`src/rtl/lcd_panel_if_if.sv`:
```
// lcd_panel_if_if: bundle of the pixel-capture input and the panel write port of lcd_panel_if.
//   datain/din_valid  : raster pixel stream from lcd_ctrl (no backpressure)
//   px_*              : ready/valid pixel stream to the LCD panel with row/col tags and frame marks
//   overflow          : sticky window-dropped flag
//   frame_cnt         : frames fully delivered (wrapping)
//   frame_sum         : per-frame pixel sum, present only when FRAME_SUM_EN is defined
// Modports: master = lcd_panel_if itself, slave = the surrounding environment.
interface lcd_panel_if_if #(
  parameter int unsigned DW    = 8,
  parameter int unsigned CNT_W = 8
);
  logic [DW-1:0]    datain;
  logic             din_valid;
  logic [DW-1:0]    px_data;
  logic [1:0]       px_row;
  logic [1:0]       px_col;
  logic             px_valid;
  logic             px_ready;
  logic             px_first;
  logic             px_last;
  logic             overflow;
  logic [CNT_W-1:0] frame_cnt;
`ifdef FRAME_SUM_EN
  logic [DW-1:0]    frame_sum;
`endif

  modport master (
`ifdef FRAME_SUM_EN
    output frame_sum,
`endif
    input  datain, din_valid, px_ready,
    output px_data, px_row, px_col, px_valid, px_first, px_last, overflow, frame_cnt
  );

  modport slave (
`ifdef FRAME_SUM_EN
    input  frame_sum,
`endif
    output datain, din_valid, px_ready,
    input  px_data, px_row, px_col, px_valid, px_first, px_last, overflow, frame_cnt
  );
endinterface

```
`src/rtl/lcd_panel_if.sv`:
```
// lcd_panel_if: captures 3x3 window bursts from lcd_ctrl into a ping-pong buffer and replays
// each captured window to the LCD panel as a ready/valid pixel stream.
// Ports:
//   clk   : system clock, rising edge
//   reset : asynchronous active-low reset
//   bus   : lcd_panel_if_if.master (datain/din_valid in, px_* out, px_ready in,
//           overflow, frame_cnt, optional frame_sum)
// Optional feature macro: FRAME_SUM_EN adds frame_sum, the modulo-2^DW sum of the frame being
// sent, valid alongside px_last.
module lcd_panel_if #(
  parameter int unsigned DW    = 8,
  parameter int unsigned W     = 3,
  parameter int unsigned CNT_W = 8
) (
  input logic            clk,
  input logic            reset,
  lcd_panel_if_if.master bus
);
  localparam int unsigned NPIX = W * W;
  localparam int unsigned CW   = $clog2(NPIX);

  typedef enum logic {StIdle, StSend} state_e;

  // Pixel storage has no reset; contents are only read once the matching full flag is set.
  logic [DW-1:0]    r_buf [2][NPIX];
  logic [1:0]       r_full;
  logic             r_wr_sel, r_rd_sel, r_drop, r_overflow;
  logic [CW-1:0]    r_wr_cnt, r_rd_cnt;
  state_e           r_state;
  logic [CNT_W-1:0] r_frame_cnt;
  logic [DW-1:0]    r_px_data;
  logic [1:0]       r_px_row, r_px_col;
  logic             r_px_valid, r_px_first, r_px_last;

  logic             w_wr_last, w_drop_start, w_store, w_set_full;
  logic             w_accept, w_frame_done;
  logic [1:0]       w_full_nxt;
  state_e           w_state_nxt;
  logic [CW-1:0]    w_rd_cnt_nxt, w_load_idx;
  logic             w_rd_sel_nxt, w_load, w_load_sel, w_go_idle;

  // A burst is dropped as a whole when its first byte finds the write buffer still unread.
  assign w_wr_last    = bus.din_valid && (r_wr_cnt == CW'(NPIX - 1));
  assign w_drop_start = bus.din_valid && (r_wr_cnt == '0) && r_full[r_wr_sel];
  assign w_store      = bus.din_valid && !w_drop_start && !r_drop;
  assign w_set_full   = w_wr_last && !r_drop;

  assign w_accept     = r_px_valid && bus.px_ready;
  assign w_frame_done = w_accept && (r_rd_cnt == CW'(NPIX - 1));

  // Write-side set and read-side clear never hit the same buffer on one edge.
  always_comb begin
    w_full_nxt = r_full;
    if (w_frame_done) w_full_nxt[r_rd_sel] = 1'b0;
    if (w_set_full)   w_full_nxt[r_wr_sel] = 1'b1;
  end

  always_comb begin
    w_state_nxt  = r_state;
    w_rd_cnt_nxt = r_rd_cnt;
    w_rd_sel_nxt = r_rd_sel;
    w_load       = 1'b0;
    w_load_sel   = r_rd_sel;
    w_load_idx   = r_rd_cnt;
    w_go_idle    = 1'b0;
    unique case (r_state)
      StIdle: begin
        if (r_full[r_rd_sel]) begin
          w_state_nxt  = StSend;
          w_rd_cnt_nxt = '0;
          w_load       = 1'b1;
          w_load_idx   = '0;
        end
      end
      StSend: begin
        if (w_accept) begin
          if (!w_frame_done) begin
            w_rd_cnt_nxt = r_rd_cnt + 1'b1;
            w_load       = 1'b1;
            w_load_idx   = r_rd_cnt + 1'b1;
          end else begin
            w_rd_sel_nxt = ~r_rd_sel;
            // Other buffer already complete: chain straight into it without a bubble.
            if (r_full[~r_rd_sel]) begin
              w_rd_cnt_nxt = '0;
              w_load       = 1'b1;
              w_load_sel   = ~r_rd_sel;
              w_load_idx   = '0;
            end else begin
              w_state_nxt = StIdle;
              w_go_idle   = 1'b1;
            end
          end
        end
      end
      default: w_state_nxt = StIdle;
    endcase
  end

  always_ff @(posedge clk) begin
    if (w_store) r_buf[r_wr_sel][r_wr_cnt] <= bus.datain;
  end

  always_ff @(posedge clk or negedge reset) begin
    if (!reset) begin
      r_full      <= '0;
      r_wr_sel    <= 1'b0;
      r_rd_sel    <= 1'b0;
      r_drop      <= 1'b0;
      r_overflow  <= 1'b0;
      r_wr_cnt    <= '0;
      r_rd_cnt    <= '0;
      r_state     <= StIdle;
      r_frame_cnt <= '0;
      r_px_data   <= '0;
      r_px_row    <= '0;
      r_px_col    <= '0;
      r_px_valid  <= 1'b0;
      r_px_first  <= 1'b0;
      r_px_last   <= 1'b0;
    end else begin
      if (bus.din_valid) r_wr_cnt <= w_wr_last ? '0 : r_wr_cnt + 1'b1;
      if (w_drop_start)   r_drop <= 1'b1;
      else if (w_wr_last) r_drop <= 1'b0;
      if (w_set_full)   r_wr_sel    <= ~r_wr_sel;
      if (w_frame_done) r_frame_cnt <= r_frame_cnt + 1'b1;
      r_overflow <= r_overflow | w_drop_start;
      r_full     <= w_full_nxt;
      r_state    <= w_state_nxt;
      r_rd_cnt   <= w_rd_cnt_nxt;
      r_rd_sel   <= w_rd_sel_nxt;
      if (w_load) begin
        r_px_valid <= 1'b1;
        r_px_data  <= r_buf[w_load_sel][w_load_idx];
        r_px_row   <= 2'(w_load_idx / CW'(W));
        r_px_col   <= 2'(w_load_idx % CW'(W));
        r_px_first <= (w_load_idx == '0);
        r_px_last  <= (w_load_idx == CW'(NPIX - 1));
      end else if (w_go_idle) begin
        r_px_valid <= 1'b0;
        r_px_data  <= '0;
        r_px_row   <= '0;
        r_px_col   <= '0;
        r_px_first <= 1'b0;
        r_px_last  <= 1'b0;
      end
    end
  end

`ifdef FRAME_SUM_EN
  // Sum built while writing, so it is ready the moment the buffer is marked full.
  logic [DW-1:0] r_sum [2];
  logic [DW-1:0] r_frame_sum;

  always_ff @(posedge clk) begin
    if (w_store) r_sum[r_wr_sel] <= (r_wr_cnt == '0) ? bus.datain : r_sum[r_wr_sel] + bus.datain;
  end

  always_ff @(posedge clk or negedge reset) begin
    if (!reset) begin
      r_frame_sum <= '0;
    end else if (w_load) begin
      r_frame_sum <= (w_load_idx == CW'(NPIX - 1)) ? r_sum[w_load_sel] : '0;
    end else if (w_go_idle) begin
      r_frame_sum <= '0;
    end
  end

  assign bus.frame_sum = r_frame_sum;
`endif

  assign bus.px_data   = r_px_data;
  assign bus.px_row    = r_px_row;
  assign bus.px_col    = r_px_col;
  assign bus.px_valid  = r_px_valid;
  assign bus.px_first  = r_px_first;
  assign bus.px_last   = r_px_last;
  assign bus.overflow  = r_overflow;
  assign bus.frame_cnt = r_frame_cnt;
endmodule

```
`src/flat_wrapper.sv`:
```
// flat-port wrapper written by rule: the top's interface ports become plain ports
module lcd_panel_if_flat 
#(
  parameter int unsigned DW    = 8,
  parameter int unsigned W     = 3,
  parameter int unsigned CNT_W = 8
)
  (clk, reset, bus_datain, bus_din_valid, bus_px_ready, bus_px_data, bus_px_row, bus_px_col, bus_px_valid, bus_px_first, bus_px_last, bus_overflow, bus_frame_cnt);
  lcd_panel_if_if #(.DW(DW), .CNT_W(CNT_W)) bus_i ();
  input logic clk;
  input logic reset;
  input wire logic [$bits(bus_i.datain)-1:0] bus_datain;
  input wire logic [$bits(bus_i.din_valid)-1:0] bus_din_valid;
  input wire logic [$bits(bus_i.px_ready)-1:0] bus_px_ready;
  output wire logic [$bits(bus_i.px_data)-1:0] bus_px_data;
  output wire logic [$bits(bus_i.px_row)-1:0] bus_px_row;
  output wire logic [$bits(bus_i.px_col)-1:0] bus_px_col;
  output wire logic [$bits(bus_i.px_valid)-1:0] bus_px_valid;
  output wire logic [$bits(bus_i.px_first)-1:0] bus_px_first;
  output wire logic [$bits(bus_i.px_last)-1:0] bus_px_last;
  output wire logic [$bits(bus_i.overflow)-1:0] bus_overflow;
  output wire logic [$bits(bus_i.frame_cnt)-1:0] bus_frame_cnt;
  assign bus_i.datain = bus_datain;
  assign bus_i.din_valid = bus_din_valid;
  assign bus_i.px_ready = bus_px_ready;
  assign bus_px_data = bus_i.px_data;
  assign bus_px_row = bus_i.px_row;
  assign bus_px_col = bus_i.px_col;
  assign bus_px_valid = bus_i.px_valid;
  assign bus_px_first = bus_i.px_first;
  assign bus_px_last = bus_i.px_last;
  assign bus_overflow = bus_i.overflow;
  assign bus_frame_cnt = bus_i.frame_cnt;
  lcd_panel_if #(.DW(DW), .W(W), .CNT_W(CNT_W)) u_core (.clk(clk), .reset(reset), .bus(bus_i));
endmodule
```
`config.mk`:
```
export PLATFORM = sky130hd
export DESIGN_NAME = lcd_panel_if_flat
export DESIGN_NICKNAME = d
export VERILOG_FILES = /design/src/rtl/lcd_panel_if_if.sv /design/src/rtl/lcd_panel_if.sv /design/src/flat_wrapper.sv
export SDC_FILE = /design/constraint.sdc
export NUM_CORES = 1
export LEC_CHECK = 0
export ABC_AREA = 1
export BUFFER_PORTS_ARGS = -buffer_cell sky130_fd_sc_hd__buf_2
export CAP_MARGIN = 20
export CORE_ASPECT_RATIO = 0.7
export CORE_MARGIN = 4
export CORE_UTILIZATION = 30
export DETAILED_ROUTE_END_ITERATION = 16
export GPL_ROUTABILITY_DRIVEN = 0
export PLACE_DENSITY_LB_ADDON = 0.2
export SLEW_MARGIN = 20
export SYNTH_ARGS = -nofsm -noshare
export SYNTH_HDL_FRONTEND = slang
export SYNTH_SLANG_ARGS = --single-unit
```
`constraint.sdc`:
```
create_clock -name clk -period 3.5 [get_ports clk]
set_clock_uncertainty 0.1 [all_clocks]
set_input_delay 0.175 -clock clk [delete_from_list [all_inputs] [get_ports clk]]
set_output_delay 0.175 -clock clk [all_outputs]
set_load 0.02 [all_outputs]
```
==> metrics <==
overall routing resource usage 14.04%; Worst Setup End Kind flop; Initial Util between 30% and 40%; Setup crit start kind flop; sequential cell area fraction in the yosys report roughly 66%; Hold-fix buffers, CTS 2; Slew Viols, Final 0; RSZ-0062 raised after global routing false; pin count of the biggest net entering global routing 73; multi-input logic area around 0.0024 mm^2; Critical path origin u_core.r_rd_cnt[0]$_DFF_PN0_; vias in the first global route around 5200; final setup TNS 0 ns; Clock Latency Late Sink between 0.4 and 0.5 ns; Iteration-0 DRC Markers around 380; Netlist cell types 36; Placed Cells ~1100; Total Routed Length around 20000 um; Period minus WS final 3.142 ns; CP Data Required Time about 3.8 ns; max-cap viol count 0; number of port buffers 35; Post-route DRC 0; min-delay src bus_px_ready; total chip power 4.523 mW; ant diodes 0; CTS sink count 182; initial antenna violation count 0; FF/Latch Area about 0.0053 mm^2; Syn. warnings 0; routed via count around 5400; Die ar. ~0.03 mm^2; post-route cell area around 0.009 mm^2; crit share post-route ~90%; CTS buffer count 17; H-Tree Depth 4; setup repair bufs after CTS 0; CTS tree built; status finished clean; first drt pass iteration count 7; post_cts resized 0; #FFs+latches synth roughly 180; Core Rows 49; final setup vio count 0; Syn Area/Cell roughly 11 um^2; CTS clk-pin slew, worst paths approximately 0.07 ns; Synth Flop Type edfxtp_1; DRT antenna net count 0; maximum clock frequency between 300 and 400 MHz; clk root buf clkbuf_16; VDD IR max 0.3095 mV; die extent in x roughly 200 um; grt total ovfl 0; Slew @ Worst Pin between 0.9 and 1 ns; ys async rst share around a fifth; first-pass GRT wire length slightly above 30000 um; Nets 808; area of the mapped netlist around 0.0080 mm^2; power per cell area 496.6 mW/mm^2; Area Growth Syn to Fin 14.04%; I/O pins 36; largest fanout on the critical path 10; Finished Layout Cells 1156; crit path DAT approximately 3.4 ns; Mapped Cells 752; worst r2r src u_core.r_rd_cnt[0]$_DFF_PN0_; Setup CP Type reg -> reg; final worst slack between 0.3 and 0.4 ns; Hold Crit Class in -> reg; DP HPWL between 10000 and 15000 um; Via density 4.673; Fin. Hold Viols 0; Area after DPL approximately 0.0086 mm^2; Slew Limit Headroom 38.07%; Post-synth EDFFs 144; CORE AREA between 0.02 and 0.03 mm^2; CTS Buffer Depth 2; wire length per cell between 15 and 20 um; Die Span Y roughly 140 um; Layout fillers ~2600; Setup WS pre-CTS 0.3974 ns; Syn Nets ~770; ratio of cells with drive above 1 in the final layout 11.64%; Leak around 3.7 nW
[placed cells by master, fill, tap and decap left out, types with 3 or more instances in the layout]
cell         n
dfrtp_1     38
nand3_1     34
inv_2        4
clkbuf_16   17
buf_12       4
clkinv_4     5
nand4_1      3
buf_4        8
buf_2       35
clkinv_2     3
o21ai_0     16
mux2i_1      8
a21oi_1     69
ha_1        10
inv_6        3
nand2_1    179
o21ai_1     62
nand2_2      4
xor2_1       7
edfxtp_1   144
inv_1       25
nor2_1      93
[flip-flops by register name, indices dropped and copies added, names as in the netlist]
signal and count:
u_core.bus.px_data 8, u_core.r_wr_sel 1, u_core.bus.frame_cnt 8, u_core.bus.px_col 2
u_core.bus.px_row 2, u_core.bus.px_first 1, u_core.r_wr_cnt 4, u_core.bus.px_valid 1
u_core.r_drop 1, u_core.bus.overflow 1, u_core.r_buf 144, u_core.r_full 2
u_core.r_rd_sel 1, u_core.bus.px_last 1, u_core.r_rd_cnt 4, u_core.r_state 1
[synthesized netlist by cell type (2+ instances only)]
master,number,area share (%)
nor2_1,93,4.4
nor2_4,2,0.28
inv_1,25,1.2
mux2i_1,8,1.0
nand3_1,34,2.1
xor2_1,7,0.77
clkbuf_1,9,0.42
inv_2,4,0.19
dfrtp_1,38,12
xnor2_1,2,0.22
ha_1,10,1.6
o21ai_0,16,1.0
nand2_2,4,0.31
buf_6,6,0.85
o21ai_1,62,3.9
clkinv_1,2,0.094
buf_2,16,1.0
o221ai_1,2,0.22
nor3_1,2,0.13
o21ai_2,2,0.22
edfxtp_1,144,54
nand4_1,3,0.24
buf_4,2,0.19
nand2_1,179,8.4
a21oi_1,69,4.3
[where the power goes]
part | internal, mW | switching (mW)
Combinational | 0.0752 | 0.206
Sequential | 2.42 | 0.0560
Clock | 0.912 | 0.855
Total | 3.41 | 1.12
[stage by stage]
stage | utilization (%) | hold WS (ns)
floorplan | - | -0.2206
global placement | 32.99 | 0.2572
detailed placement | 32.99 | 0.2589
CTS | 35.12 | 0.04862
global route | 35.12 | 0.09103
finish | 35.12 | 0.07354
[layout make-up]
class,instances,area share (%)
clock buffer,18,4.712
clock inverter,14,1.127
inverter,31,1.278
multi-input combinational,505,26.38
sequential,182,57.92
tap,357,4.905
timing repair buffer,49,3.682
[final timing paths]
| kind | depth (start not counted) | end | slack, ns |
|---|---|---|---|
| hold reg to reg | 1 | u_core.bus.frame_cnt[7]$_DFFE_PN0N_ | 0.37 |
| setup reg to reg | 22 | u_core.bus.px_col[0]$_DFFE_PN0P_ | 0.36 |
| hold / removal | 5 | u_core.r_rd_cnt[2]$_DFF_PN0_ | 0.07 |
| setup / recovery | 22 | u_core.bus.px_col[0]$_DFFE_PN0P_ | 0.36 |
| max in group asynchronous | 2 | u_core.bus.px_data[7]$_DFFE_PN0P_ | 2.40 |
| min in group asynchronous | 2 | u_core.bus.frame_cnt[5]$_DFFE_PN0N_ | 0.31 |
[logic make-up after synthesis]
group | after synthesis | share of synthesized area (%)
mux | 8 | 1.003
compound gates | 158 | 10.32
flops | 182 | 66.05
fa+ha+maj | 10 | 1.567
simple gates | 320 | 16.11
buf+inv | 65 | 3.963
xor+xnor | 9 | 0.9871
[worst max-delay path: stages (launching register included)]
cell,delay (ns)
dfrtp_1,0.43
inv_1,0.08
ha_1,0.21
nand2_1,0.08
nor2_2,0.06
nand2_1,0.22
nand3_1,0.11
nand3_1,0.10
nand2_2,0.09
nor2_4,0.23
ha_1,0.19
inv_1,0.04
ha_1,0.20
nand2_1,0.14
nand2_1,0.07
nand2_1,0.09
inv_1,0.04
ha_1,0.17
inv_1,0.08
nand3_1,0.13
nand2_1,0.08
nand3_1,0.08
nand2_1,0.06
[per-layer routing]
layer / GRT usage (%) / vias up / wire (um)
li1: - / 2667 / -
met1: 21.51 / 2593 / 10600
met2: 20.12 / 126 / 8241
met3: 2.780 / 16 / 819
met4: 4.115 / 0 / 246
met5: 0 / - / 0
No activity file was read; power rests on OpenSTA's default activity.
